## src/rtl/vedic_mac_acc_if.sv

```systemverilog
// Handshake bus for vedic_mac_acc.
//   master : drives clear, in_valid, a, b, out_ready; observes in_ready, out_valid, result, overflow
//   slave  : the accumulator side (opposite directions)
interface vedic_mac_acc_if #(
    parameter int unsigned ACC_W = 24
) ();
    logic             clear;
    logic             in_valid;
    logic             in_ready;
    logic [7:0]       a;
    logic [7:0]       b;
    logic             out_valid;
    logic             out_ready;
    logic [ACC_W-1:0] result;
    logic             overflow;

    modport master (
        output clear, in_valid, a, b, out_ready,
        input  in_ready, out_valid, result, overflow
    );

    modport slave (
        input  clear, in_valid, a, b, out_ready,
        output in_ready, out_valid, result, overflow
    );
endinterface

```

## src/rtl/vedic_mac_acc.sv

```systemverilog
// Block multiply-accumulate: sums BLOCK_LEN unsigned 8x8 products (Vedic multiplier)
// into a saturating ACC_W-bit accumulator and presents one result per block.
// Ports:
//   clk    : clock, rising edge
//   rst_n  : synchronous active-low reset
//   bus    : vedic_mac_acc_if.slave (clear, in_valid/in_ready/a/b, out_valid/out_ready/result/overflow)
// Pipeline: stage P registers the product, stage A accumulates it; the last product of a
// block loads the output register and restarts the accumulator from zero on the same edge.

// 2x2 Vedic (Urdhva Tiryagbhyam) cell.
module vedic_mul2 (
    input  logic [1:0] i_a,
    input  logic [1:0] i_b,
    output logic [3:0] o_p
);
    logic w_t1, w_t2, w_c, w_hh;

    assign w_t1 = i_a[1] & i_b[0];
    assign w_t2 = i_a[0] & i_b[1];
    assign w_c  = w_t1 & w_t2;
    assign w_hh = i_a[1] & i_b[1];
    assign o_p  = {w_hh & w_c, w_hh ^ w_c, w_t1 ^ w_t2, i_a[0] & i_b[0]};
endmodule

// 4x4 Vedic multiplier built from four 2x2 cells.
module vedic_mul4 (
    input  logic [3:0] i_a,
    input  logic [3:0] i_b,
    output logic [7:0] o_p
);
    logic [3:0] w_ll, w_lh, w_hl, w_hh;

    vedic_mul2 u_ll (.i_a(i_a[1:0]), .i_b(i_b[1:0]), .o_p(w_ll));
    vedic_mul2 u_lh (.i_a(i_a[1:0]), .i_b(i_b[3:2]), .o_p(w_lh));
    vedic_mul2 u_hl (.i_a(i_a[3:2]), .i_b(i_b[1:0]), .o_p(w_hl));
    vedic_mul2 u_hh (.i_a(i_a[3:2]), .i_b(i_b[3:2]), .o_p(w_hh));

    assign o_p = 8'(w_ll) + (8'(w_lh) << 2) + (8'(w_hl) << 2) + (8'(w_hh) << 4);
endmodule

// 8x8 Vedic multiplier built from four 4x4 blocks.
module vedic_mul8 (
    input  logic [7:0]  i_a,
    input  logic [7:0]  i_b,
    output logic [15:0] o_p
);
    logic [7:0] w_ll, w_lh, w_hl, w_hh;

    vedic_mul4 u_ll (.i_a(i_a[3:0]), .i_b(i_b[3:0]), .o_p(w_ll));
    vedic_mul4 u_lh (.i_a(i_a[3:0]), .i_b(i_b[7:4]), .o_p(w_lh));
    vedic_mul4 u_hl (.i_a(i_a[7:4]), .i_b(i_b[3:0]), .o_p(w_hl));
    vedic_mul4 u_hh (.i_a(i_a[7:4]), .i_b(i_b[7:4]), .o_p(w_hh));

    assign o_p = 16'(w_ll) + (16'(w_lh) << 4) + (16'(w_hl) << 4) + (16'(w_hh) << 8);
endmodule

module vedic_mac_acc #(
    parameter int unsigned BLOCK_LEN = 8,
    parameter int unsigned ACC_W     = 24
) (
    input logic             clk,
    input logic             rst_n,
    vedic_mac_acc_if.slave  bus
);
    localparam int unsigned CNT_W = 8;
    localparam int unsigned SUM_W = ACC_W + 1;
    localparam logic [CNT_W-1:0] LAST_IDX = CNT_W'(BLOCK_LEN - 1);
    localparam logic [ACC_W-1:0] ACC_MAX  = '1;

    logic [15:0]      w_prod;
    logic [15:0]      r_p;
    logic             r_p_valid;
    logic [ACC_W-1:0] r_acc;
    logic [CNT_W-1:0] r_cnt;
    logic             r_ovf;
    logic [ACC_W-1:0] r_result;
    logic             r_overflow;
    logic             r_out_valid;

    logic [SUM_W-1:0] w_sum;
    logic [ACC_W-1:0] w_acc_next;
    logic             w_ovf_next;
    logic             w_stall;
    logic             w_last;
    logic             w_hold;
    logic             w_accum;
    logic             w_load;
    logic             w_in_ready;
    logic             w_xfer;

    vedic_mul8 u_mul (.i_a(bus.a), .i_b(bus.b), .o_p(w_prod));

    // Saturating add and handshake control.
    always_comb begin
        w_sum      = SUM_W'(r_acc) + SUM_W'(r_p);
        w_acc_next = w_sum[ACC_W] ? ACC_MAX : w_sum[ACC_W-1:0];
        w_ovf_next = r_ovf | w_sum[ACC_W];
        w_stall    = r_out_valid && !bus.out_ready;
        w_last     = r_p_valid && (r_cnt == LAST_IDX);
        // A block-completing product waits in stage P rather than overwrite a stalled result;
        // only reachable with BLOCK_LEN=1.
        w_hold     = w_last && w_stall;
        w_accum    = r_p_valid && !w_hold && !bus.clear;
        w_load     = w_accum && (r_cnt == LAST_IDX);
        w_in_ready = rst_n && !w_stall && !bus.clear && !w_hold;
        w_xfer     = bus.in_valid && w_in_ready;
    end

    // Product and accumulator stages.
    always_ff @(posedge clk) begin
        if (!rst_n) begin
            r_p       <= '0;
            r_p_valid <= 1'b0;
            r_acc     <= '0;
            r_cnt     <= '0;
            r_ovf     <= 1'b0;
        end else if (bus.clear) begin
            r_p_valid <= 1'b0;
            r_acc     <= '0;
            r_cnt     <= '0;
            r_ovf     <= 1'b0;
        end else begin
            r_p_valid <= w_xfer || w_hold;
            if (w_xfer) begin
                r_p <= w_prod;
            end
            if (w_load) begin
                r_acc <= '0;
                r_cnt <= '0;
                r_ovf <= 1'b0;
            end else if (w_accum) begin
                r_acc <= w_acc_next;
                r_cnt <= r_cnt + CNT_W'(1);
                r_ovf <= w_ovf_next;
            end
        end
    end

    // Output register: a new result wins over a same-edge drain.
    always_ff @(posedge clk) begin
        if (!rst_n) begin
            r_result    <= '0;
            r_overflow  <= 1'b0;
            r_out_valid <= 1'b0;
        end else if (w_load) begin
            r_result    <= w_acc_next;
            r_overflow  <= w_ovf_next;
            r_out_valid <= 1'b1;
        end else if (bus.out_ready) begin
            r_out_valid <= 1'b0;
        end
    end

    assign bus.in_ready  = w_in_ready;
    assign bus.out_valid = r_out_valid;
    assign bus.result    = r_result;
    assign bus.overflow  = r_overflow;
endmodule

```

## src/flat_wrapper.sv

```systemverilog
// flat-port wrapper written by rule: the top's interface ports become plain ports
module vedic_mac_acc_flat 
#(
    parameter int unsigned BLOCK_LEN = 8,
    parameter int unsigned ACC_W     = 24
)
  (clk, rst_n, bus_clear, bus_in_valid, bus_a, bus_b, bus_out_ready, bus_in_ready, bus_out_valid, bus_result, bus_overflow);
  vedic_mac_acc_if #(.ACC_W(ACC_W)) bus_i ();
  input logic clk;
  input logic rst_n;
  input wire logic [$bits(bus_i.clear)-1:0] bus_clear;
  input wire logic [$bits(bus_i.in_valid)-1:0] bus_in_valid;
  input wire logic [$bits(bus_i.a)-1:0] bus_a;
  input wire logic [$bits(bus_i.b)-1:0] bus_b;
  input wire logic [$bits(bus_i.out_ready)-1:0] bus_out_ready;
  output wire logic [$bits(bus_i.in_ready)-1:0] bus_in_ready;
  output wire logic [$bits(bus_i.out_valid)-1:0] bus_out_valid;
  output wire logic [$bits(bus_i.result)-1:0] bus_result;
  output wire logic [$bits(bus_i.overflow)-1:0] bus_overflow;
  assign bus_i.clear = bus_clear;
  assign bus_i.in_valid = bus_in_valid;
  assign bus_i.a = bus_a;
  assign bus_i.b = bus_b;
  assign bus_i.out_ready = bus_out_ready;
  assign bus_in_ready = bus_i.in_ready;
  assign bus_out_valid = bus_i.out_valid;
  assign bus_result = bus_i.result;
  assign bus_overflow = bus_i.overflow;
  vedic_mac_acc #(.BLOCK_LEN(BLOCK_LEN), .ACC_W(ACC_W)) u_core (.clk(clk), .rst_n(rst_n), .bus(bus_i));
endmodule
```

## config.mk

```make
export PLATFORM = sky130hd
export DESIGN_NAME = vedic_mac_acc_flat
export DESIGN_NICKNAME = d
export VERILOG_FILES = /design/src/rtl/vedic_mac_acc_if.sv /design/src/rtl/vedic_mac_acc.sv /design/src/flat_wrapper.sv
export SDC_FILE = /design/constraint.sdc
export NUM_CORES = 1
export LEC_CHECK = 0
export CAP_MARGIN = 20
export CORE_UTILIZATION = 50
export CTS_CLUSTER_DIAMETER = 200
export CTS_CLUSTER_SIZE = 30
export DETAILED_ROUTE_END_ITERATION = 6
export PLACE_DENSITY_LB_ADDON = 0.12
export SETUP_SLACK_MARGIN = 0.3
export SLEW_MARGIN = 10
export SYNTH_ARGS = -nofsm -noshare
export SYNTH_HDL_FRONTEND = slang
export SYNTH_SLANG_ARGS = --single-unit
```

## constraint.sdc

```tcl
create_clock -name clk -period 22.3 [get_ports clk]
set_clock_uncertainty 0.05 [all_clocks]
set_input_delay 5.575 -clock clk [delete_from_list [all_inputs] [get_ports clk]]
set_output_delay 5.575 -clock clk [all_outputs]
set_load 0.02 [all_outputs]
```

; Word level (Yosys, flattened, before mapping)
; Index checks and enable logic that the tools add are counted.
[word_totals]
regBits = 76
inputBits = 21
output_inout_bits = 27
elab_cells = 179
[classes]
addsub = 17
eq_ne = 1
n_mux = 3
n_bitwise = 131
reduce_logical = 19
[ops]
columns = op, count
row1 = $and 1x1->1, 96
row2 = $add 8x6->8, 4
row3 = $add 8x8->8, 4
row4 = $xor 1x1->1, 32
row5 = $add 4x6->7, 4
row6 = $add 24x16->25, 1
row7 = $mux 24, 1
row8 = $add 16x16->16, 1
row9 = $add 13x12->14, 1
row10 = $add 8x12->13, 1
row11 = $logic_and 1x1->1, 10
row12 = $add 8x1->8 const B, 1
row13 = $eq 8x3->1 const B, 1
row14 = $logic_not 1->1, 4
row15 = $reduce_or 3->1, 1
row16 = $mux 1, 2
row17 = $not 1->1, 2
row18 = $reduce_and 2->1, 1
row19 = $reduce_bool 2->1, 1
row20 = $reduce_or 2->1, 1
row21 = $logic_or 1x1->1, 1
row22 = $or 1x1->1, 1

; Depth between registers and ports, before layout
[depth]
ltp_word = 9
ltp_mapped = 28
mapped_depth_nobuf = 28

; By module
; From an unflattened synthesis, not the netlist that was laid out.
[unflattened]
cells_unflattened = 726
area_unflattened_um2 = 6138.4
[modules_own_cells]
columns = module, n_inst, cells_per_inst, area_per_inst_um2, seq_area_each_um2
row1 = vedic_mac_acc, 1, 456, 3777.4, 1521.5
row2 = vedic_mul4, 4, 27, 249.0, 0.0
row3 = vedic_mul2, 16, 6, 50.0, 0.0
row4 = vedic_mul8, 1, 66, 564.3, 0.0

; Worst setup path after synthesis
; No wires, ideal clock.
[synth_path]
kind = input -> output
startpoint = input port bus_clear
endpoint = output port bus_in_ready
arrival_ns = 6.076
required_ns = 16.675
slack_ns = 10.599
stages = 2
path_buffers = 0
cell_sequence = nand2b_1 -> nor2_1
[synth_via]
elab_chain_len = 3
[synth_lines]
columns = item, line
row1 = from (decl), flat_wrapper.sv:11  ; input wire logic [$bits(bus_i.clear)-1:0] bus_clear;
row2 = $logic_not 1->1, vedic_mac_acc.sv:105  ; w_in_ready = rst_n && !w_stall && !bus.clear && !w_hold;
row3 = $logic_and 1x1->1 (2 in a row), vedic_mac_acc.sv:105
row4 = to (decl), flat_wrapper.sv:16  ; output wire logic [$bits(bus_i.in_ready)-1:0] bus_in_ready;
; No other way between the ends.

; Final worst setup path
[layout_path]
startpoint = input port rst_n
endpoint = output port bus_in_ready
[layout_via]
elab_chain_len = 3
[layout_lines]
columns = item, line
row1 = from (decl), flat_wrapper.sv:10  ; input logic rst_n;
row2 = $logic_and 1x1->1 (3 in a row), vedic_mac_acc.sv:105
; No other way between the ends.

==> load_flow_metrics.sql <==
INSERT INTO impl_metrics (metric_group, metric, value, unit) VALUES
('clock_tree', 'cts_tree', 'yes', ''),
('setup_path', 'startpoint_type', 'primary input', ''),
('synth', 'syn-instance-count', '771', ''),
('die', 'fp.dieArea', '13700', 'sq um'),
('clock_tree', 'ctsLongestPathBuffers', '2', ''),
('synth', 'synth_cell_types', '59', ''),
('global_route', 'grt_usage', '22.6', '%'),
('place', 'place_worst_setup_slack', '9.25', 'ns'),
('global_route', 'grt_antenna_before_repair', '0', ''),
('sta', 'timing.slew.headroom', '31.0', '%'),
('drt', 'drt.antenna.violating_nets', '0', ''),
('power', 'cellLeakagePower', '3.38', 'nW'),
('clock_tree', 'clock_sinks', '76', ''),
('clock_tree', 'ctsResizeCount', '0', ''),
('clock_tree', 'clkLatencyLatePin', '0.34', 'ns'),
('sta', 'max_clock_freq', '76.5', 'MHz'),
('sta', 'final.min_clock_period', '13.07', 'ns'),
('finish', 'filler_cell_count', '1165', ''),
('synth', 'synth_fp_nets', '913', ''),
('finish', 'nets', '946', ''),
('sta', 'slack_of_the_critical_path', '9.23', 'ns'),
('run', 'maxCapViolCount', '0', ''),
('synth', 'count_of_flip_flops_with_a_built_in_enable_after_synthesis', '0', ''),
('synth', 'post_synth.cell_area_avg', '8.60', 'sq um'),
('drt', 'met1_length', '6.68', 'mm'),
('clock_tree', 'cts_setup_buffers', '0', ''),
('sta', 'worstMarginPinSlew', '1.03', 'ns'),
('finish', 'most-common-layout-cells', 'ha_1, dfxtp_1, and2_1, a21oi_1, o21ai_0', ''),
('finish', 'mostFrequentLayoutCell', 'ha_1', ''),
('setup_path', 'critical_path_arrival', '7.44', 'ns'),
('global_route', 'grt_overflow_total', '0', ''),
('setup_path', 'timing.critical_path.required', '16.68', 'ns'),
('setup_path', 'worst-path-max-fanout', '43', ''),
('sta', 'final-max-slew-violation-count', '0', ''),
('clock_tree', 'cts.htree.levels', '3', ''),
('finish', 'ff_latch_area', '1520', 'sq um'),
('drt', 'wl_met2', '7.03', 'mm'),
('status', 'run_status', 'completed', ''),
('global_route', 'grt_first_pass_wirelength', '24.5', 'mm'),
('drt', 'route.met3.wl', '476', 'microns'),
('finish', 'n_antenna_cell', '0', ''),
('clock_tree', 'cts_hold_buffers', '0', ''),
('place', 'place.gp.congestion', '0.943', ''),
('min_path', 'hold_class', 'register to register', ''),
('place', 'dp.final_hpwl', '11.3', 'mm'),
('drt', 'top_signal_layer_used', 'met4', ''),
('global_route', 'grt_pass1_vias', '5297', ''),
('sta', 'holdWs', '0.431', 'ns'),
('clock_tree', 'worst_setup_hold_path_clk_slew', '0.05', 'ns'),
('drt', 'pre_repair_dr_iteration_count', '6', ''),
('synth', 'async_flop_share', '0', '%'),
('finish', 'layout.cells.non_filler', '981', ''),
('die', 'die_width', '117', 'microns'),
('drt', 'drt-wirelength-per-cell', '14.7', 'microns'),
('synth', 'syn_area', '6630', 'sq um'),
('finish', 'area_used_by_multi_input_combinational_logic', '4790', 'sq um'),
('die', 'die-height', '117', 'microns'),
('sta', 'rsz0062_at_grt', 'false', ''),
('place', 'placed_cells', '965', ''),
('drt', 'drc', '0', ''),
('sta', 'report.final.hold_viol_count', '0', ''),
('die', 'start_util', '51.9', '%'),
('drt', 'first_iter_violations', '220', ''),
('setup_path', 'endpoint_kind', 'primary output', ''),
('die', 'core_area', '12800', 'sq um'),
('die', 'design.portCount', '48', ''),
('sta', 'fin_crit_sh', '58.6', '%'),
('synth', 'synthFlopType', 'dfxtp_1', ''),
('sta', 'timing.setup.tns', '0', 'ns'),
('setup_path', 'timing.setup.critical_path_class', 'primary input to primary output', ''),
('finish', 'layout_stage_area_growth_over_the_synthesis_result', '12.9', '%'),
('place', 'placement.io_buffers', '47', ''),
('clock_tree', 'cts_made_buffers', '9', ''),
('finish', 'final_layout_size_suffix_gt1_share', '5.44', '%'),
('drt', 'routed_wl', '14.4', 'mm'),
('global_route', 'grt_max_degree', '44', ''),
('synth', 'synth_seq_cells', '76', ''),
('die', 'placementRows', '41', ''),
('finish', 'post-route-util', '58.6', '%'),
('power', 'power_density', '62.1', 'nW/um^2'),
('synth', 'yosys_warnings', '0', ''),
('sta', 'finalSetupViolCount', '0', ''),
('power', 'max-vdd-ir-drop', '0.0000373', 'V'),
('synth', 'synth-seq-area-share', '22.9', '%'),
('drt', 'routed-via-count', '5483', ''),
('clock_tree', 'clockRootBuffer', 'clkbuf_16', ''),
('drt', 'vias_per_inst', '5.59', '');
## area by class of cell
type | instances | area share, %
multi-input combinational | 614 | 64.0
sequential | 76 | 20.3
timing repair buffer | 50 | 6.58
clock buffer | 9 | 3.01
tap | 172 | 2.87
inverter | 53 | 2.66
clock inverter | 7 | 0.585
## metal layers
layer / track usage (%) / up-vias
li1: - / 2802
met1: 28.5 / 2564
met2: 40.2 / 103
met3: 3.14 / 14
met4: 6.24 / 0
met5: 0 / -
## sequential cells by signal, summed over array words and instances (netlist names)
| signal | cells |
|---|---|
| u_core.bus.result | 24 |
| u_core.r_acc | 24 |
| u_core.r_p | 16 |
| u_core.r_cnt | 8 |
| u_core.bus.out_valid | 1 |
| u_core.bus.overflow | 1 |
| u_core.r_ovf | 1 |
| u_core.r_p_valid | 1 |
## cell families (layout without fill, tap and decap cells)
logic type               Yosys count  in the layout  synth area share [%]
AO/OA/AOI/OAI                    217            217                  21.2
XOR/XNOR                          54             54                  7.13
adder cells (fa/ha/maj)          121            121                  25.5
buffers and inverters             81            119                  4.85
flip-flops                        76             76                  22.9
AND/OR/NAND/NOR                  222            222                  18.3
## worst max-delay path, stage by stage
cell and delay (ns):
clkdlybuf4s50_1 0.45, buf_4 0.33, nand2b_1 0.19, nor2_1 0.24, clkdlybuf4s50_1 0.65
## cell usage after synthesis (all sizes together) (4+ instances only)
| library cell | number | area (sq um) |
|---|---|---|
| xor2 | 16 | 140 |
| o21ai | 60 | 300 |
| nand2 | 55 | 211 |
| clkbuf | 18 | 67.6 |
| a31oi | 19 | 140 |
| a21boi | 16 | 120 |
| xnor2 | 38 | 333 |
| and4 | 10 | 90.1 |
| dfxtp | 76 | 1520 |
| a21o | 18 | 135 |
| fa | 24 | 480 |
| o211ai | 4 | 40.0 |
| and2 | 66 | 413 |
| nor2 | 31 | 116 |
| nand2b | 7 | 43.8 |
| ha | 97 | 1210 |
| nor2b | 6 | 37.5 |
| buf | 10 | 55.1 |
| nor3 | 12 | 65.1 |
| and3 | 8 | 50.1 |
| nand3 | 10 | 50.1 |
| a21oi | 70 | 380 |
| nand4 | 9 | 71.3 |
| inv | 53 | 199 |
## metrics by stage
step                      power, mW  instance area (sq um)
after CTS                     0.470                   7490
after floorplan               0.297                   6630
after global placement        0.330                   7220
after detailed placement      0.337                   7220
after global routing          0.506                   7490
final                         0.465                   7490
## path summary, 6_finish.rpt
| path | depth (start not counted) | to | startpoint | slack [ns] |
|---|---|---|---|---|
| worst max-delay path | 5 | bus_in_ready | rst_n | 9.23 |
| worst min-delay path | 2 | u_core.r_p[6] | u_core.r_p[6] | 0.43 |
| worst max register to register | 9 | u_core.bus.result[8] | u_core.r_p[0] | 18.97 |
| worst min register to register | 2 | u_core.r_p[6] | u_core.r_p[6] | 0.43 |
## where the power goes
part	leakage [nW]	internal (mW)	switching, mW
combinational	2.64	0.0877	0.103
clock	0.131	0.0746	0.0569
sequential	0.614	0.140	0.00302
total	3.38	0.303	0.163
Power figures use the tool's default switching activity.
